File: src/rtl/i2s_dac_tx.sv
// i2s_dac_tx: buffered stereo sample serialiser for a codec-mastered I2S DAC link.
// Define I2S_DAC_TX_LEFT_JUSTIFIED_EN to emit left-justified framing instead of I2S.
module i2s_dac_tx #(
   parameter int SAMPLE_W    = 16,
   parameter int SYNC_STAGES = 2
) (
   input  logic                clk_50mhz,
   input  logic                reset_n,
   input  logic [SAMPLE_W-1:0] audio_in_left,
   input  logic [SAMPLE_W-1:0] audio_in_right,
   input  logic                sample_valid,
   output logic                sample_ready,
   input  logic                aud_bclk,
   input  logic                aud_daclrck,
   output logic                aud_dacdat,
   output logic                frame_strobe,
   output logic                underrun
);

   localparam int               CNT_W   = $clog2(SAMPLE_W + 2);
   localparam logic [CNT_W-1:0] CNT_MAX = CNT_W'(SAMPLE_W + 1);
`ifdef I2S_DAC_TX_LEFT_JUSTIFIED_EN
   localparam logic [CNT_W-1:0] DATA_END         = CNT_W'(SAMPLE_W);
   localparam logic             ALIGN_DRIVES_MSB = 1'b1;
`else
   localparam logic [CNT_W-1:0] DATA_END         = CNT_W'(SAMPLE_W + 1);
   localparam logic             ALIGN_DRIVES_MSB = 1'b0;
`endif

   logic [1:0] pin_async;
   logic [1:0] pin_synced;
   logic [1:0] pin_hist;

   assign pin_async = {aud_daclrck, aud_bclk};

   genvar gi;
   for (gi = 0; gi < 2; gi++) begin : g_sync
      logic [SYNC_STAGES-1:0] sync_reg;
      logic                   hist_reg;

      always_ff @(posedge clk_50mhz or negedge reset_n) begin
         if (!reset_n) begin
            sync_reg <= '0;
            hist_reg <= 1'b0;
         end else begin
            sync_reg <= {sync_reg[SYNC_STAGES-2:0], pin_async[gi]};
            hist_reg <= sync_reg[SYNC_STAGES-1];
         end
      end

      assign pin_synced[gi] = sync_reg[SYNC_STAGES-1];
      assign pin_hist[gi]   = hist_reg;
   end

   logic bclk_fall;
   logic lr_fall;
   logic lr_rise;
   logic lr_edge;
   logic lrck_synced;

   assign bclk_fall   = pin_hist[0] & ~pin_synced[0];
   assign lr_fall     = pin_hist[1] & ~pin_synced[1];
   assign lr_rise     = ~pin_hist[1] & pin_synced[1];
   assign lr_edge     = lr_fall | lr_rise;
   assign lrck_synced = pin_synced[1];

   logic                buf_full_reg,    buf_full_next;
   logic [SAMPLE_W-1:0] buf_left_reg,    buf_left_next;
   logic [SAMPLE_W-1:0] buf_right_reg,   buf_right_next;
   logic [SAMPLE_W-1:0] left_shift_reg,  left_shift_next;
   logic [SAMPLE_W-1:0] right_shift_reg, right_shift_next;
   logic [CNT_W-1:0]    bit_cnt_reg,     bit_cnt_next;
   logic                dacdat_reg,      dacdat_next;
   logic                strobe_reg,      strobe_next;
   logic                underrun_reg,    underrun_next;
   logic                accept;
   logic                shift_now;

   assign accept = sample_valid & ~buf_full_reg;

   always_comb begin
      buf_full_next    = buf_full_reg;
      buf_left_next    = buf_left_reg;
      buf_right_next   = buf_right_reg;
      left_shift_next  = left_shift_reg;
      right_shift_next = right_shift_reg;
      bit_cnt_next     = bit_cnt_reg;
      dacdat_next      = dacdat_reg;
      strobe_next      = 1'b0;
      underrun_next    = 1'b0;
      shift_now        = 1'b0;

      // A producer arriving exactly at frame start bypasses the empty buffer.
      if (lr_fall) begin
         if (buf_full_reg) begin
            left_shift_next  = buf_left_reg;
            right_shift_next = buf_right_reg;
            buf_full_next    = 1'b0;
            strobe_next      = 1'b1;
         end else if (sample_valid) begin
            left_shift_next  = audio_in_left;
            right_shift_next = audio_in_right;
            strobe_next      = 1'b1;
         end else begin
            left_shift_next  = '0;
            right_shift_next = '0;
            underrun_next    = 1'b1;
         end
      end else if (accept) begin
         buf_left_next  = audio_in_left;
         buf_right_next = audio_in_right;
         buf_full_next  = 1'b1;
      end

      if (lr_edge) begin
         bit_cnt_next = '0;
         dacdat_next  = 1'b0;
      end

      // Count 0 means the next fall is the alignment edge of the slot.
      if (bclk_fall) begin
         if (lr_edge || bit_cnt_reg == '0) begin
            bit_cnt_next = CNT_W'(1);
            shift_now    = ALIGN_DRIVES_MSB;
         end else begin
            shift_now = (bit_cnt_reg < DATA_END);
            if (bit_cnt_reg != CNT_MAX) begin
               bit_cnt_next = bit_cnt_reg + CNT_W'(1);
            end
         end
         dacdat_next = 1'b0;
         if (shift_now) begin
            if (lrck_synced) begin
               dacdat_next      = right_shift_next[SAMPLE_W-1];
               right_shift_next = {right_shift_next[SAMPLE_W-2:0], 1'b0};
            end else begin
               dacdat_next     = left_shift_next[SAMPLE_W-1];
               left_shift_next = {left_shift_next[SAMPLE_W-2:0], 1'b0};
            end
         end
      end
   end

   always_ff @(posedge clk_50mhz or negedge reset_n) begin
      if (!reset_n) begin
         buf_full_reg    <= 1'b0;
         buf_left_reg    <= '0;
         buf_right_reg   <= '0;
         left_shift_reg  <= '0;
         right_shift_reg <= '0;
         bit_cnt_reg     <= '0;
         dacdat_reg      <= 1'b0;
         strobe_reg      <= 1'b0;
         underrun_reg    <= 1'b0;
      end else begin
         buf_full_reg    <= buf_full_next;
         buf_left_reg    <= buf_left_next;
         buf_right_reg   <= buf_right_next;
         left_shift_reg  <= left_shift_next;
         right_shift_reg <= right_shift_next;
         bit_cnt_reg     <= bit_cnt_next;
         dacdat_reg      <= dacdat_next;
         strobe_reg      <= strobe_next;
         underrun_reg    <= underrun_next;
      end
   end

   assign sample_ready = ~buf_full_reg;
   assign aud_dacdat   = dacdat_reg;
   assign frame_strobe = strobe_reg;
   assign underrun     = underrun_reg;

endmodule

File: config.mk
export PLATFORM = sky130hd
export DESIGN_NAME = i2s_dac_tx
export DESIGN_NICKNAME = d
export VERILOG_FILES = /design/src/rtl/i2s_dac_tx.sv
export SDC_FILE = /design/constraint.sdc
export NUM_CORES = 1
export LEC_CHECK = 0
export CORE_ASPECT_RATIO = 1.4
export CORE_UTILIZATION = 46
export DETAILED_ROUTE_END_ITERATION = 8
export MAX_ROUTING_LAYER = met4
export PLACE_DENSITY = 0.67
export SETUP_SLACK_MARGIN = 0.02
export SLEW_MARGIN = 25
export SYNTH_ARGS = -nofsm -noshare
export SYNTH_HDL_FRONTEND = slang
export SYNTH_SLANG_ARGS = --single-unit
File: constraint.sdc
create_clock -name clk_50mhz -period 2.9 [get_ports clk_50mhz]
set_input_delay 0.29 -clock clk_50mhz [delete_from_list [all_inputs] [get_ports clk_50mhz]]
set_output_delay 0.29 -clock clk_50mhz [all_outputs]
set_load 0.01 [all_outputs]
Word level (Yosys, flattened, before mapping)
Index checks and enable logic that the tools add are counted.
{ "totals": {"regBits": 79, "input_bits": 37, "output_inout_bits": 4, "elab_cells": 61} }
{ "op_classes": {"add_sub_neg": 1, "magnitude_cmp": 1, "eq_ne": 1, "mux": 30, "n_bitwise": 10, "n_reduce_logical": 5} }
{ "op_table": {"columns": ["cell", "count"], "rows": [
  ["$mux 16", 12],
  ["$mux 5", 4],
  ["$mux 1", 14],
  ["$add 5x1->5 const B", 1],
  ["$logic_not 5->1", 1],
  ["$lt 5x5->1 const B", 1],
  ["$ne 5x5->1 const B", 1],
  ["$not 1->1", 5],
  ["$and 1x1->1", 4],
  ["$reduce_bool 2->1", 2],
  ["$reduce_and 2->1", 1],
  ["$logic_or 1x1->1", 1],
  ["$or 1x1->1", 1]
]} }

Depth between registers and ports, before layout
Gate-level depths: netlist of run 1.
{ "depth": {"word_depth": 8, "ltp_mapped": 9, "depth_no_buf": 6} }

Worst setup path after synthesis of run 1
No wires, ideal clock.
{ "synth_path": {"path_kind": "reg2reg", "start": "reg bit_cnt_reg[0]", "end": "reg right_shift_reg[10]", "setup_time_ns": 0.125, "arrival_time_ns": 1.939, "t_required_ns": 2.775, "slack_ns": 0.836, "stages_incl_launch_ff": 9, "n_path_buf": 3, "synth_period_minus_slack_ns": 2.064, "cell_sequence": "dfrtp_1 > inv_1 > ha_1 > or4b_1 > buf_2 > and4bb_1 > buf_6 > buf_8 > mux2_4"} }
{ "synth_via": {"elab_chain_cells": 6, "elab_cells_between_ends": 7, "classes_between": "1 x order compare; 4 x mux; 2 x reduce/logical"} }
{ "synth_rtl": {"columns": ["item", "line_no", "source"], "rows": [
  ["start: declaration", "72", "logic [CNT_W-1:0] bit_cnt_reg, bit_cnt_next;"],
  ["start signal: assignment", "161", "bit_cnt_reg <= bit_cnt_next;"],
  ["parallel branches: the longest is 2 deep, another holds $lt 5x5->1", null, null],
  ["$mux 1 *", "122", "if (lr_edge || bit_cnt_reg == '0) begin"],
  ["$mux 1 *", "121", "if (bclk_fall) begin"],
  ["$mux 16 *", "132", "if (shift_now) begin"],
  ["$mux 16 *", "121", null],
  ["via right_shift_next[10]", "71", "logic [SAMPLE_W-1:0] right_shift_reg, right_shift_next;"],
  ["end signal: assignment", "160", "right_shift_reg <= right_shift_next;"],
  ["end: declaration", "71", null]
]} }
Mark *: on every way through the listed nets, which the timed path passes. The select of a mux whose other input is x is not followed.
A chain may end at the register's enable or synchronous reset.

Worst setup path after layout of run 1
{ "layout_path": {"start": "reg bit_cnt_reg[3]", "end": "reg right_shift_reg[15]"} }
The elaborated chain is that of the path after synthesis.

==> results.yml, run 1 <==
sta:
  min_period_ns: 2.45
  tightest_slew_ns: 0.884
  fin_crit_sh_pct: 84.4
  timing.final.ws_setup_ns: 0.453
  setup_tns_ns: 0
  fmax_mhz: 409
  skew_ns: 0.00485
  fin_hold_ws_ns: -0.0560
  setup_violations: 0
  drv_slew: 0
  hold_viol_final: 33
  rsz0062_at_grt: "false"
  slew_headroom_pct: 41.0
routing:
  vias_per_cell: 5.44
  drtIter0Drc: 168
  first_pass_iters: 4
  drc: 0
  wire_per_inst_um: 14.7
  antenna_left: 0
  wl_um: 6570
  vias: 2435
floorplan:
  num_rows: 38
  coreArea_um2: 7750
  dieArea_um2: 8340
  die_w_um: 77.5
  io_pins: 41
  die_h_um: 108
  initial_core_util_pct: 47.3
flow_run:
  maxCapViolations: 0
cts:
  cts_max_path_buffers: 2
  cts_sinks: 79
  path_clk_slew_ns: 0.07
  clk_latency_ns: 0.35
  cts_hold_buf: 0
  post_cts_buffers: 0
  cts_tree: "built"
  cts_resized: 0
  htreeDepth: 3
  numCtsBuffers: 9
  root_buffer: "clkbuf_8"
setup_path:
  reg2reg_depth: 3
  cp.arrival_ns: 2.68
  worstPathMaxFanout: 17
  crit_path_start_kind: "flip-flop"
  ff2ff_setup_slack_ns: 0.45
  setup.worst_path.class: "reg2reg"
  timing.rr.end: "right_shift_reg[15]"
  crit_start: "bit_cnt_reg[3]"
  crit_path_end_kind: "flip-flop"
  r2r-start: "bit_cnt_reg[3]"
  required_ns: 3.13
logic_synthesis:
  yosys_warnings: 0
  syn_area_per_cell_um2: 11.8
  synth_sequential_area_ratio_pct: 53.9
  ys_ff_latch: 79
  synth_top_area_share_pct: 53.9
  synth_ff_type: "dfrtp_1"
  synth_edf_count: 0
  postSynthCellCount: 312
  syn_area_um2: 3670
  async_flop_share_pct: 100
  synth_nets: 353
  synth_top_cell_by_area: "dfrtp_1"
  yosys-top-cells-area: "dfrtp_1 (54%), mux2_2 (16%), a22oi_1 (6.1%)"
  yosys.cell_types.count: 34
power:
  max-vdd-ir-drop_mv: 0.316
  power_density_nw_per_um2: 631
  power.leakage_nw: 1.78
  power.total_mw: 2.72
placed_design:
  numPortBuffers: 40
  gp_congestion: 0.814
  pre_cts_ws_ns: 0.457
  hpwl_um: 4230
outcome:
  violations: "hold timing"
  status: "finished, violations left"
final_layout:
  fin_nets: 385
  final_common_cell: "dfrtp_1"
  layout_common_cells: "dfrtp_1 (79), mux2_2 (53), clkdlybuf4s50_1 (39)"
  drive_gt1_share_pct: 23.9
  num_antenna_cells: 0
  area_delta_synth_final_pct: 17.6
  fin_util_pct: 55.7
grt:
  overflow: 0
  grt_start_max_net_pins: 80
  antenna_found_initial: 0
  grt_use_total_pct: 18.8
  grt_pass1_vias: 2501
  grt_pass1_wl_um: 11600
worst_hold_path:
  hold_class: "in2async"
[critical path, stage by stage (launching register included)]
cell and delay, ns:
dfrtp_1 0.45, o41ai_1 0.60, and4bb_1 0.87, mux2_2 0.41
[per-stage QoR]
step | cell area [µm²] | cells
after CTS | 4310 | 448
after global routing | 4310 | 448
after global placement | 4130 | 433
after floorplan | 3670 | 312
final | 4310 | 448
after detailed placement | 4130 | 433
[metal layers]
metal / share of wire [%] / global-route usage [%] / vias to the layer above
met2: 50 / 30.0 / 45
met5: 0 / - / -
met1: 45 / 22.8 / 1197
li1: - / - / 1183
met3: 3.2 / 4.24 / 10
met4: 2.1 / 8.49 / 0
[logic make-up after synthesis]
logic type,synth area share (%)
DFF,53.9
AOI/OAI and AO/OA,12.7
and+or+nand+nor,8.42
muxes,19.8
buffers and inverters,3.55
adders and majority gates,1.36
xor gates and xnor gates,0.239
[cell type report]
cell class | instances | area [µm²]
Sequential cell | 79 | 1980
Timing Repair Buffer | 45 | 452
Tap cell | 100 | 125
Fill cell | 667 | 3440
Clock buffer | 15 | 176
Inverter | 4 | 15.0
Multi-Input combinational cell | 205 | 1570
[synth_stat cells (2+ instances only)]
library cell / n
nand3_1: 4
mux2_4: 8
mux2_2: 53
a31oi_1: 3
a21oi_1: 33
nor2b_1: 4
ha_1: 4
nand2b_1: 2
nor2_1: 37
o21ai_0: 3
clkbuf_1: 17
inv_1: 4
dfrtp_1: 79
buf_2: 5
a22oi_1: 30
and2_1: 2
nand3b_1: 2
nand2_1: 6
[how the worst max path moves through the flow]
stage | end | depth (start not counted)
global route | right_shift_reg[1] | 3
detailed placement | right_shift_reg[15] | 3
floorplan | right_shift_reg[10] | 8
global placement | right_shift_reg[15] | 3
finish | right_shift_reg[15] | 3
CTS | right_shift_reg[15] | 3
[power breakdown]
group	switching, mW	internal, mW	total [mW]
Sequential	0.0893	1.31	1.40
Clock	0.360	0.378	0.738
Combinational	0.249	0.329	0.578
Note: power is estimated with default switching activity, not from simulation.
==> run 2: changes to the inputs <==
clock period = 2.4 ns   (was 2.9 ns; I/O delays follow)
==> run 2 against run 1 <==
Compared with the run above: the run now ends clean; wire length grew 2.9%; cell area up 1.5%; worst setup slack got worse by 0.22 ns; fmax grew 13%; core utilization grew 0.84 points; via count barely moved; clock power rose by 35%; non-clock buffer count rose by 6; critical endpoint is now right_shift_reg[13]; die area is the same; clock skew up 0.0038 ns.
==> results.yml, run 2 (synthesis results as in run 1) <==
outcome:
  status: "finished clean"
grt:
  grt_pass1_vias: 2542
  overflow: 0
  grt_use_total_pct: 19.3
  grt_start_max_net_pins: 47
  grt_pass1_wl_um: 11900
  antenna_found_initial: 0
routing:
  drc: 0
  vias_per_cell: 5.37
  antenna_left: 0
  wl_um: 6760
  vias: 2437
  first_pass_iters: 4
  wire_per_inst_um: 14.9
  drtIter0Drc: 104
final_layout:
  num_antenna_cells: 0
  layout_common_cells: "dfrtp_1 (79), mux2_2 (53), clkdlybuf4s50_1 (39)"
  fin_nets: 391
  fillCellCount: 677
  final_common_cell: "dfrtp_1"
  drive_gt1_share_pct: 25.4
  area_delta_synth_final_pct: 19.4
power:
  max-vdd-ir-drop_mv: 0.450
  power.total_mw: 3.40
  power_density_nw_per_um2: 776
  power.leakage_nw: 1.82
setup_path:
  ff2ff_setup_slack_ns: 0.23
  required_ns: 2.64
  worstPathMaxFanout: 17
  crit_path_start_kind: "flip-flop"
  setup.worst_path.class: "reg2reg"
  crit_path_end_kind: "flip-flop"
  cp.arrival_ns: 2.41
floorplan:
  io_pins: 41
  die_h_um: 108
  dieArea_um2: 8340
  initial_core_util_pct: 47.3
  die_w_um: 77.5
  num_rows: 38
  coreArea_um2: 7750
sta:
  drv_slew: 0
  hold_viol_final: 0
  tightest_slew_ns: 0.594
  slew_headroom_pct: 60.4
  skew_ns: 0.00867
  fmax_mhz: 462
  setup_violations: 0
  min_period_ns: 2.17
  fin_crit_sh_pct: 90.3
  rsz0062_at_grt: "false"
  setup_tns_ns: 0
cts:
  htreeDepth: 3
  clk_latency_ns: 0.36
  post_cts_buffers: 0
  path_clk_slew_ns: 0.07
  numCtsBuffers: 9
  cts_tree: "built"
  cts_max_path_buffers: 2
  cts_sinks: 79
  root_buffer: "clkbuf_8"
  cts_hold_buf: 1
  cts_resized: 0
worst_hold_path:
  hold_class: "in2reg"
flow_run:
  maxCapViolations: 0
placed_design:
  hpwl_um: 4410
  numPortBuffers: 40
  gp_congestion: 0.790
[run 2: cell types whose count changed in the layout (fill, tap and decap cells not counted), sizes merged]
cell         previous run  this run
clkinvlp                0         1
bufinv                  0         1
dlygate4sd3             0         1
buf                     6        11
clkinv                  0         1
clkbuf                 15        12
[run 2: worst max-delay path, stage by stage, from the launching register on]
cell and delay, ns:
dfrtp_1 0.44, inv_1 0.11, ha_1 0.13, or4b_1 0.57
and4bb_1 0.26, buf_4 0.21, mux2_4 0.32
[run 2: report_power, final]
group / internal [mW] / total (mW) / leakage, nW / switching [mW]
Sequential: 1.59 / 1.69 / 0.928 / 0.101
Combinational: 0.402 / 0.712 / 0.794 / 0.310
Clock: 0.530 / 0.996 / 0.0985 / 0.466
Total: 2.52 / 3.40 / 1.82 / 0.877
[run 2: path summary, 6_finish.rpt]
path / from / to / depth (start not counted)
max in group asynchronous: reset_n / frame_strobe / 3
setup / recovery: bit_cnt_reg[0] / right_shift_reg[13] / 6
hold / removal: aud_bclk / g_sync[0].sync_reg[0] / 1
min in group asynchronous: reset_n / buf_right_reg[11] / 2
setup reg to reg: bit_cnt_reg[0] / right_shift_reg[13] / 6
hold reg to reg: g_sync[1].sync_reg[0] / g_sync[1].sync_reg[1] / 0
[run 2: stage by stage]
stage | area (µm²) | utilization, % | std cells | hold WS, ns | setup slack (ns)
2_1_floorplan | 3670 | - | 312 | -0.0556 | 0.336
3_5_place_dp | 4170 | 53.8 | 438 | 0.287 | 0.251
5_1_grt | 4380 | 56.5 | 454 | 0.324 | 0.156
3_3_place_gp | 4170 | 53.8 | 438 | 0.290 | 0.329
4_1_cts | 4380 | 56.5 | 454 | 0.303 | 0.245
6_report | 4380 | 56.5 | 454 | 0.323 | 0.234
[run 2: metal layers]
layer | track usage, % | up-vias | share of wire, %
li1 | - | 1198 | -
met2 | 31.0 | 34 | 49
met1 | 23.1 | 1191 | 46
met4 | 11.5 | 0 | 2.6
met3 | 2.63 | 14 | 2.5
met5 | - | - | 0
[run 2: area by class of cell]
| cell class | instances | area [µm²] | area share, % |
|---|---|---|---|
| Clock inverter | 3 | 42.5 | 0.971 |
| Clock buffer | 12 | 155 | 3.54 |
| Inverter | 4 | 15.0 | 0.343 |
| Tap cell | 100 | 125 | 2.86 |
| Multi-Input combinational cell | 205 | 1570 | 35.8 |
| Sequential cell | 79 | 1980 | 45.1 |
| Timing Repair Buffer | 51 | 495 | 11.3 |
==> run 3: changes to the inputs <==
CORE_MARGIN = 1.5   (was unset)
GPL_ROUTABILITY_DRIVEN = 0   (was unset)
PLACE_DENSITY = unset   (was 0.67)
PLACE_DENSITY_LB_ADDON = 0.05   (was unset)
==> run 3 against run 2 <==
Compared with the run above: combinational power is 1% lower; cell count stayed put; register-to-register slack hardly changed; cell area is 0.63% lower; total power is 2.6% lower; largest power group unchanged; highest routed layer unchanged.
==> results.yml, run 3 (synthesis results as in run 1) <==
outcome:
  status: "finished clean"
cts:
  cts_max_path_buffers: 2
  root_buffer: "clkbuf_8"
  path_clk_slew_ns: 0.07
  cts_resized: 0
  cts_tree: "built"
  post_cts_buffers: 0
  numCtsBuffers: 9
  cts_hold_buf: 0
  htreeDepth: 3
  cts_sinks: 79
  clk_latency_ns: 0.35
floorplan:
  die_w_um: 78.5
  coreArea_um2: 7750
  die_h_um: 109
  initial_core_util_pct: 47.3
  io_pins: 41
  dieArea_um2: 8530
  num_rows: 38
grt:
  grt_pass1_vias: 2516
  grt_pass1_wl_um: 11500
  grt_start_max_net_pins: 80
  grt_use_total_pct: 18.3
  overflow: 0
  antenna_found_initial: 0
final_layout:
  area_delta_synth_final_pct: 18.6
  fin_nets: 390
  drive_gt1_share_pct: 25.1
  layout_common_cells: "dfrtp_1 (79), mux2_2 (53), clkdlybuf4s50_1 (39)"
  num_antenna_cells: 0
  fillCellCount: 700
  final_common_cell: "dfrtp_1"
setup_path:
  slowest_delay_ns: 0.57
  crit_path_start_kind: "flip-flop"
  cp.arrival_ns: 2.39
  slowest_stage: "or4b_1"
  worstPathMaxFanout: 17
  crit_chain: "inv_1 -> ha_1 -> or4b_1 -> and4bb_1 -> buf_4 -> mux2_4"
  crit_path_end_kind: "flip-flop"
  required_ns: 2.64
  setup.worst_path.class: "reg2reg"
sta:
  rsz0062_at_grt: "false"
  slew_headroom_pct: 53.3
  setup_violations: 0
  fin_hold_ws_ns: 0.334
  setup_tns_ns: 0
  fmax_mhz: 464
  skew_ns: 0.00934
  min_period_ns: 2.16
  tightest_slew_ns: 0.700
  drv_slew: 0
  fin_crit_sh_pct: 89.8
  hold_viol_final: 0
routing:
  wl_um: 6790
  drtIter0Drc: 99
  vias_per_cell: 5.37
  antenna_left: 0
  first_pass_iters: 4
  drc: 0
  wire_per_inst_um: 15.0
  vias: 2440
power:
  power.leakage_nw: 1.81
  max-vdd-ir-drop_mv: 0.447
  power_density_nw_per_um2: 761
  power.total_mw: 3.31
flow_run:
  maxCapViolations: 0
worst_hold_path:
  hold_class: "in2reg"
placed_design:
  hpwl_um: 4430
  numPortBuffers: 40
## run 3: report_power, final
group,internal [mW],switching (mW),leakage (nW)
sequential,1.59,0.101,0.928
clock,0.462,0.454,0.0967
combinational,0.400,0.306,0.789
## run 3: path summary, 6_finish.rpt
check                                 startpoint               endpoint  slack (ns)  cells past startpoint
hold / removal                       aud_daclrck  g_sync[1].sync_reg[0]        0.33                      1
setup / recovery                  bit_cnt_reg[0]    right_shift_reg[13]        0.24                      6
hold reg to reg            g_sync[1].sync_reg[0]  g_sync[1].sync_reg[1]        0.35                      0
max in group asynchronous                reset_n         bit_cnt_reg[0]        1.43                      2
min in group asynchronous                reset_n       buf_right_reg[3]        0.48                      2
setup reg to reg                  bit_cnt_reg[0]    right_shift_reg[13]        0.24                      6
## run 3: layout make-up
type | count | area (µm²) | share of cell area (%)
clock buffers | 14 | 173 | 3.97
clock inverters | 2 | 13.8 | 0.316
inverters | 4 | 15.0 | 0.345
multi-input cells | 205 | 1570 | 36.1
flip-flops and latches | 79 | 1980 | 45.4
well taps | 100 | 125 | 2.88
repair buffers | 50 | 479 | 11.0
## run 3: worst max-delay path: cells and delay by family (launching register included)
family                     cells  cell delay (ns)
buffers and inverters          2             0.32
adders and majority gates      1             0.13
muxes                          1             0.32
DFF                            1             0.44
and+or+nand+nor                2             0.83
## run 3: metrics by stage
stage	utilization, %	setup WS [ns]	area (µm²)	cells
CTS	56.0	0.260	4340	453
finish	56.2	0.245	4350	454
floorplan	-	0.336	3670	312
global placement	53.6	0.282	4150	437
detailed placement	53.6	0.260	4150	437
global route	56.2	0.168	4350	454
## run 3: layer usage
layer | up-vias | track usage [%] | routed length [µm]
met5 | - | - | 0
met4 | 0 | 11.5 | 184
met3 | 14 | 2.76 | 186
met2 | 38 | 30.7 | 3420
met1 | 1197 | 20.5 | 3000
li1 | 1191 | - | -
